File: src/rtl/opbyp_pkg.sv
// Shared constants for the decode-stage operand bypass / scoreboard unit.
// Optional build macro: OPBYP_PERF_EN enables the stall cycle counter in operand_bypass_sb.
package opbyp_pkg;

    localparam int DW_DEF   = 32;
    localparam int AW_DEF   = 5;
    localparam int NREG_DEF = 32;
    localparam int NFWD_DEF = 3;

    // Architectural register 0 always reads as zero and is never written.
    localparam int REG_ZERO = 0;

    // Forwarding source indices, youngest first. Lower index wins on a tie.
    localparam int FWD_EXEC = 0;
    localparam int FWD_MEM  = 1;
    localparam int FWD_WB   = 2;

endpackage

File: src/rtl/opbyp_scoreboard.sv
// Pending-write scoreboard for long-latency destinations.
// One bit per architectural register; a set and a clear of the same register
// in one cycle leaves the bit set, so a newly issued long op is never lost.
module opbyp_scoreboard
    import opbyp_pkg::*;
#(
    parameter int NREG = NREG_DEF,
    parameter int AW   = AW_DEF
) (
    input  logic          clock,
    input  logic          resetn,
    input  logic          set_en,
    input  logic [AW-1:0] set_addr,
    input  logic          clr_en,
    input  logic [AW-1:0] clr_addr,
    input  logic [AW-1:0] rd_addr1,
    input  logic [AW-1:0] rd_addr2,
    input  logic [AW-1:0] rd_addr3,
    output logic          rd_pend1,
    output logic          rd_pend2,
    output logic          rd_pend3
);

    logic [NREG-1:0] pending_q;
    logic [NREG-1:0] pending_d;

    // Next pending vector: clear first, then set so that set wins.
    always_comb begin
        pending_d = pending_q;
        if (clr_en) begin
            pending_d[clr_addr] = 1'b0;
        end
        if (set_en) begin
            pending_d[set_addr] = 1'b1;
        end
        pending_d[REG_ZERO] = 1'b0;
    end

    // Pending vector register.
    always_ff @(posedge clock) begin
        if (!resetn) begin
            pending_q <= '0;
        end else begin
            pending_q <= pending_d;
        end
    end

    assign rd_pend1 = pending_q[rd_addr1];
    assign rd_pend2 = pending_q[rd_addr2];
    assign rd_pend3 = pending_q[rd_addr3];

endmodule

File: src/rtl/operand_bypass_sb.sv
// Decode-stage operand fetch/issue: forwarding priority mux, scoreboard and
// load-use stall detection, and a one-deep valid/allow slot toward execute.
// Optional build macro: OPBYP_PERF_EN builds the stall cycle counter;
// without it stall_cnt is tied to zero.
module operand_bypass_sb
    import opbyp_pkg::*;
#(
    parameter int DW   = DW_DEF,
    parameter int NREG = NREG_DEF,
    parameter int AW   = AW_DEF,
    parameter int NFWD = NFWD_DEF
) (
    input  logic               clock,
    input  logic               resetn,
    input  logic               in_valid,
    output logic               in_allow,
    input  logic [AW-1:0]      in_rs,
    input  logic [AW-1:0]      in_rt,
    input  logic               in_use_rs,
    input  logic               in_use_rt,
    input  logic [AW-1:0]      in_dest,
    input  logic               in_long_op,
    output logic [AW-1:0]      rf_raddr1,
    output logic [AW-1:0]      rf_raddr2,
    input  logic [DW-1:0]      rf_rdata1,
    input  logic [DW-1:0]      rf_rdata2,
    input  logic [NFWD-1:0]    fwd_valid,
    input  logic [NFWD-1:0]    fwd_ready,
    input  logic [NFWD*AW-1:0] fwd_dest,
    input  logic [NFWD*DW-1:0] fwd_data,
    input  logic               lop_done,
    input  logic [AW-1:0]      lop_dest,
    input  logic               flush,
    output logic               out_valid,
    input  logic               out_allow,
    output logic [DW-1:0]      out_vsrc1,
    output logic [DW-1:0]      out_vsrc2,
    output logic [AW-1:0]      out_dest,
    output logic               out_long_op,
    output logic [31:0]        stall_cnt
);

    logic [NFWD-1:0] hit1;
    logic [NFWD-1:0] hit2;
    logic            rs_zero;
    logic            rt_zero;
    logic            pend_rs;
    logic            pend_rt;
    logic            pend_dest;
    logic            fwd1_found;
    logic            fwd1_ready;
    logic [DW-1:0]   fwd1_data;
    logic            fwd2_found;
    logic            fwd2_ready;
    logic [DW-1:0]   fwd2_data;
    logic            rs_ok;
    logic            rt_ok;
    logic [DW-1:0]   vsrc1_res;
    logic [DW-1:0]   vsrc2_res;
    logic            ops_ready;
    logic            accept;
    logic            sb_set;

    logic            out_valid_q,   out_valid_d;
    logic [DW-1:0]   out_vsrc1_q,   out_vsrc1_d;
    logic [DW-1:0]   out_vsrc2_q,   out_vsrc2_d;
    logic [AW-1:0]   out_dest_q,    out_dest_d;
    logic            out_long_op_q, out_long_op_d;

    assign rf_raddr1 = in_rs;
    assign rf_raddr2 = in_rt;
    assign rs_zero   = (in_rs == AW'(REG_ZERO));
    assign rt_zero   = (in_rt == AW'(REG_ZERO));

    // Per-source match; register 0 never matches since it is never written.
    generate
        for (genvar gi = 0; gi < NFWD; gi++) begin : g_fwd_match
            assign hit1[gi] = fwd_valid[gi] && (fwd_dest[gi*AW +: AW] == in_rs) && !rs_zero;
            assign hit2[gi] = fwd_valid[gi] && (fwd_dest[gi*AW +: AW] == in_rt) && !rt_zero;
        end
    endgenerate

    // Priority select: walk oldest to youngest so the lowest matching index wins.
    always_comb begin
        fwd1_found = 1'b0;
        fwd1_ready = 1'b1;
        fwd1_data  = '0;
        fwd2_found = 1'b0;
        fwd2_ready = 1'b1;
        fwd2_data  = '0;
        for (int i = NFWD - 1; i >= FWD_EXEC; i--) begin
            if (hit1[i]) begin
                fwd1_found = 1'b1;
                fwd1_ready = fwd_ready[i];
                fwd1_data  = fwd_data[i*DW +: DW];
            end
            if (hit2[i]) begin
                fwd2_found = 1'b1;
                fwd2_ready = fwd_ready[i];
                fwd2_data  = fwd_data[i*DW +: DW];
            end
        end
    end

    // Operand resolution and readiness: forwarded value, else register file
    // unless a long op still owns the register.
    always_comb begin
        rs_ok     = 1'b1;
        rt_ok     = 1'b1;
        vsrc1_res = rf_rdata1;
        vsrc2_res = rf_rdata2;
        if (rs_zero) begin
            vsrc1_res = '0;
        end else if (fwd1_found) begin
            vsrc1_res = fwd1_data;
            rs_ok     = !in_use_rs || fwd1_ready;
        end else begin
            rs_ok     = !in_use_rs || !pend_rs;
        end
        if (rt_zero) begin
            vsrc2_res = '0;
        end else if (fwd2_found) begin
            vsrc2_res = fwd2_data;
            rt_ok     = !in_use_rt || fwd2_ready;
        end else begin
            rt_ok     = !in_use_rt || !pend_rt;
        end
    end

    // A second long op to a still-pending register would break one-outstanding-per-register.
    assign ops_ready = rs_ok && rt_ok && !(in_long_op && pend_dest);
    assign in_allow  = !out_valid_q || out_allow;
    assign accept    = in_valid && ops_ready && in_allow && !flush;

    // A long op is committed to the scoreboard when it leaves the slot into execute.
    assign sb_set = out_valid_q && out_allow && out_long_op_q && (out_dest_q != AW'(REG_ZERO));

    opbyp_scoreboard #(
        .NREG (NREG),
        .AW   (AW)
    ) u_scoreboard (
        .clock    (clock),
        .resetn   (resetn),
        .set_en   (sb_set),
        .set_addr (out_dest_q),
        .clr_en   (lop_done),
        .clr_addr (lop_dest),
        .rd_addr1 (in_rs),
        .rd_addr2 (in_rt),
        .rd_addr3 (in_dest),
        .rd_pend1 (pend_rs),
        .rd_pend2 (pend_rt),
        .rd_pend3 (pend_dest)
    );

    // Output slot next state: load on accept, drain on allow, kill on flush.
    always_comb begin
        out_valid_d   = out_valid_q;
        out_vsrc1_d   = out_vsrc1_q;
        out_vsrc2_d   = out_vsrc2_q;
        out_dest_d    = out_dest_q;
        out_long_op_d = out_long_op_q;
        if (accept) begin
            out_valid_d   = 1'b1;
            out_vsrc1_d   = vsrc1_res;
            out_vsrc2_d   = vsrc2_res;
            out_dest_d    = in_dest;
            out_long_op_d = in_long_op;
        end else if (out_allow) begin
            out_valid_d   = 1'b0;
        end
        if (flush) begin
            out_valid_d   = 1'b0;
        end
    end

    // Output slot registers.
    always_ff @(posedge clock) begin
        if (!resetn) begin
            out_valid_q   <= 1'b0;
            out_vsrc1_q   <= '0;
            out_vsrc2_q   <= '0;
            out_dest_q    <= '0;
            out_long_op_q <= 1'b0;
        end else begin
            out_valid_q   <= out_valid_d;
            out_vsrc1_q   <= out_vsrc1_d;
            out_vsrc2_q   <= out_vsrc2_d;
            out_dest_q    <= out_dest_d;
            out_long_op_q <= out_long_op_d;
        end
    end

    assign out_valid   = out_valid_q;
    assign out_vsrc1   = out_vsrc1_q;
    assign out_vsrc2   = out_vsrc2_q;
    assign out_dest    = out_dest_q;
    assign out_long_op = out_long_op_q;

`ifdef OPBYP_PERF_EN
    logic        stall;
    logic [31:0] stall_cnt_q, stall_cnt_d;

    assign stall = in_valid && !ops_ready && !flush;

    // Stall counter increment; wraps naturally at 32 bits.
    always_comb begin
        stall_cnt_d = stall_cnt_q;
        if (stall) begin
            stall_cnt_d = stall_cnt_q + 32'd1;
        end
    end

    // Stall counter register.
    always_ff @(posedge clock) begin
        if (!resetn) begin
            stall_cnt_q <= '0;
        end else begin
            stall_cnt_q <= stall_cnt_d;
        end
    end

    assign stall_cnt = stall_cnt_q;
`else
    assign stall_cnt = '0;
`endif

endmodule

File: config.mk
export PLATFORM = sky130hd
export DESIGN_NAME = operand_bypass_sb
export DESIGN_NICKNAME = d
export VERILOG_FILES = /design/src/rtl/opbyp_pkg.sv /design/src/rtl/opbyp_scoreboard.sv /design/src/rtl/operand_bypass_sb.sv
export SDC_FILE = /design/constraint.sdc
export NUM_CORES = 1
export LEC_CHECK = 0
export ABC_AREA = 1
export BUFFER_PORTS_ARGS = -buffer_cell sky130_fd_sc_hd__buf_2
export CAP_MARGIN = 20
export CORE_MARGIN = 3
export CORE_UTILIZATION = 55
export CTS_CLUSTER_SIZE = 12
export DETAILED_ROUTE_END_ITERATION = 7
export HOLD_SLACK_MARGIN = 0.12
export PLACE_DENSITY = 0.95
export SKIP_CTS_REPAIR_TIMING = 1
export SYNTH_ARGS = -nofsm -noshare
export SYNTH_HDL_FRONTEND = slang
export SYNTH_HIERARCHICAL = 1
export SYNTH_SLANG_ARGS = --single-unit
File: constraint.sdc
create_clock -name clock -period 4.31 [get_ports clock]
set_input_delay 0.431 -clock clock [delete_from_list [all_inputs] [get_ports clock]]
set_output_delay 0.431 -clock clock [all_outputs]
set_load 0.05 [all_outputs]
==> summary.md <==
| Metric | Value |
|---|---|
| Outcome | complete, no violations |
| Drt total wl | 34350 um |
| CTS tree | built |
| R2R Setup Slk | 1700 ps |
| Worst setup EP type | flip-flop |
| Layout cell share with drive strength beyond 1 | 0.2062 |
| Worst EP arrival | 3670 ps |
| EDFF count, synth | 0 |
| Initial antenna violation count | 4 |
| Pre-CTS setup slack | 643.2 ps |
| Mapped cell area | 0.008955 mm^2 |
| RD Place Congestion | 0.9534 |
| Die width | 133.6 um |
| Final Hold Viols | 0 |
| CP Cell Sequence | buf_2 -> nor2_1 -> nand2_1 -> nor2_4 -> nor2_1 -> nand2_1 -> nand3_4 -> nand2_1 -> inv_2 -> nand2_1 -> nand2_4 -> nand3_4 -> buf_4 -> nand2_1 -> inv_1 -> nor2_1 |
| Initial DRC count | 1300 |
| DR WL/cell | 16.63 um |
| Leakage | 5.798 nW |
| Main flop type after synthesis | dfxtp_1 |
| Syn_area_per_cell | roughly 5.5 um^2 |
| YS warnings | 6 |
| R2R depth | 16 |
| First-pass GRT wire length | between 50000 and 60000 um |
| Final design utilization | 0.6589 |
| Crit path depth | 16 |
| Async set-reset flop share out of synthesis | 0 |
| Setup slack after layout | about 920 ps |
| Req. time, crit path | 4590 ps |
| Worst reg2reg path endpoint | out_vsrc2[30]$_SDFFE_PN0P_ |
| CP peak stage delay | 550 ps |
| First-pass DRT Iterations | 6 |
| Via/cell ratio | ~5.5 |
| Startpoint class of the critical path | input port |
| Critical Path Start | in_rs[0] |
| Hpwl dp | 25610 um |
| Fin Hold WS | roughly 310 ps |
| Placed cell area | 0.01018 mm^2 |
| Hold WC Path Type | in -> reg |
| Vias in the first global route | 10277 |
| Clock Latency Late Sink | 360 ps |
| Area Growth Syn to Fin | 16.89% |
| Min cycle time layout | ~3400 ps |
| Pins Over Slew Limit | 0 |
| Core ar. | 0.01589 mm^2 |
| Most used cell, CP | nand2_1 |
| ANT nets after route | 0 |
| Reg-to-reg startpoint | u_scoreboard/pending_q[3]$_SDFF_PN0_ |
| Worst Tran Pin Value | 949.4 ps |
| Max Cap Viol | 0 |
| Total grt overflow | 0 |
| Synth Instances | 1622 |
| Via count | 11416 |
| Critical path fanouts, max | 39 |
| RSZ-0062 raised after global routing | false |
| Die Y | 133.6 um |
| GR Util All Layers | 0.3705 |
| Critical path's slowest cell | nor2_1 |
| Largest net degree at the start of global routing | 73 |
| Top delay family on crit path | simple AND/OR/NAND/NOR gates |
| DR DRC count | 0 |
| Critical path class | in -> reg |
| Worst relative slew slack | 0.3663 |
| CTS clk-pin slew, worst paths | 70 ps |
| Nets | 2053 |
| Post-route design area | about 0.010 mm^2 |
| Clock skew | around 9.2 ps |
| Initial core utilization | 0.5637 |
| Number of distinct library cells after synthesis | 34 |
| Row count | 46 |
| DIE AREA | 0.01785 mm^2 |
| H-tree depth | 3 |
| Peak supply drop | 0.1997 mV |
| IO Pins | 324 |
| Num CTS Buffers | 9 |
| Total Neg Setup Slack | 0 ps |
| Sink Count | ~100 |
| Clk root buf | clkbuf_16 |
| End of the critical path | out_vsrc2[30]$_SDFFE_PN0P_ |
| PwrDens | 273.8 mW/mm^2 |
| Period utilisation layout | 0.7867 |
| PortBufs | roughly 290 |
| Synthesized flop and latch total | 102 |
| Buf/Inv on CP | 4 |
| Clk buf depth | 2 |
| Sequential fraction of the synthesis area | 0.2280 |
| Max Fclk | ~290 MHz |
| Endpoints failing setup | 0 |
registers in the layout, indices dropped and copies added (netlist names):
name and flops:
out_vsrc1 32, out_long_op 1, out_valid 1, out_vsrc2 32, out_dest 5, u_scoreboard/pending_q 31
power breakdown:
group	internal (W)	leakage, nW	total (W)	switching [W]
Sequential	0.00100	0.833	0.00105	0.0000458
Clock	0.000398	0.139	0.000795	0.000397
Combinational	0.000275	4.83	0.00102	0.000749
Total	0.00167	5.80	0.00287	0.00119
layer usage:
metal / vias to the layer above / global-route usage / wire, um
met5: - / 0 / 27
met4: 4 / 0.2183 / 2225
met3: 153 / 0.08308 / 3544
met2: 754 / 0.6100 / 16000
met1: 5052 / 0.4434 / 12550
li1: 5453 / - / -
through the flow:
stage	power, W	instances
after detailed placement	0.002069	2048
after CTS	0.002858	2064
after global routing	0.002995	2066
after global placement	0.002056	2048
after floorplan	0.001801	1653
final	0.002866	2066
how the worst min path moves through the flow:
stage | slack, ps | endpoint | from | cells past startpoint
floorplan | 450 | u_scoreboard/pending_q[3]$_SDFF_PN0_ | u_scoreboard/pending_q[3]$_SDFF_PN0_ | 2
global placement | 460 | u_scoreboard/pending_q[6]$_SDFF_PN0_ | u_scoreboard/pending_q[6]$_SDFF_PN0_ | 2
detailed placement | 480 | u_scoreboard/pending_q[6]$_SDFF_PN0_ | u_scoreboard/pending_q[6]$_SDFF_PN0_ | 2
CTS | 300 | out_valid$_SDFFE_PP0P_ | flush | 4
global route | 340 | out_valid$_SDFFE_PP0P_ | flush | 4
finish | 310 | out_valid$_SDFFE_PP0P_ | flush | 4
final cells by class:
class | count | area [um^2]
inverter | 247 | 934.6
clock buffer | 10 | 229.0
multi-input combinational | 1175 | 5341
fill | 1529 | 5418
timing repair buffer | 308 | 1597
sequential | 102 | 2042
tap | 216 | 270.3
clock inverter | 6 | 48.80
antenna | 2 | 5.005
synth_stat cells (2+ instances only):
cell type / count / area [um^2]
inv_1: 219 / 822.0
nor2_1: 211 / 792.0
nand2_2: 3 / 18.77
o21ai_0: 153 / 765.7
nand3_1: 167 / 835.8
clkbuf_1: 49 / 183.9
a21oi_1: 64 / 320.3
a21boi_1: 2 / 15.01
nand3_4: 3 / 52.55
o21ai_1: 21 / 105.1
inv_4: 3 / 18.77
buf_1: 8 / 30.03
nand3b_1: 8 / 60.06
o211ai_1: 28 / 210.2
nor3_4: 4 / 65.06
buf_2: 16 / 80.08
nor2_4: 4 / 45.04
buf_6: 11 / 123.9
buf_4: 45 / 337.8
xnor2_1: 3 / 26.28
nor3_2: 7 / 70.07
nand2_1: 435 / 1633
inv_2: 24 / 90.09
dfxtp_1: 102 / 2042
nand3_2: 2 / 20.02
nand4_1: 17 / 106.4
nor2_2: 6 / 37.54
worst min-delay path, cell delays in order:
cell,delay (ps)
buf_2,70
inv_1,40
nand2_1,50
a21oi_1,30
placed cells by master (no fill, tap or decap), types with 2 or more instances in the layout:
master     netlist  routed
a21boi_1         2       2
diode_2          0       2
xnor2_1          3       3
buf_4           45      16
nor3_2           7       7
nand2_2          3       3
nand3_2          2       2
clkbuf_16        0       9
nand2_1        435     435
a21oi_1         64      64
nor3_4           4       4
o21ai_1         21      21
nand3_1        167     167
nor2_2           6       7
clkinv_2         0       3
o21ai_0        153     153
nand3b_1         8       8
nand4_1         17      17
nor2_1         211     210
inv_2           24      24
nor2_4           4       4
dfxtp_1        102     102
inv_1          219     219
nand3_4          3       3
conb_1           1      32
inv_4            3       3
buf_2           16     291
o211ai_1        28      28
cell families after synthesis:
family          Yosys count  share of synthesized area
simple gates            869                     0.4190
compound gates          270                     0.1598
xor+xnor                  4                   0.003913
other cells               1                  0.0004188
buf+inv                 376                     0.1888
flops                   102                     0.2280
(Power assumes the default switching activity.)
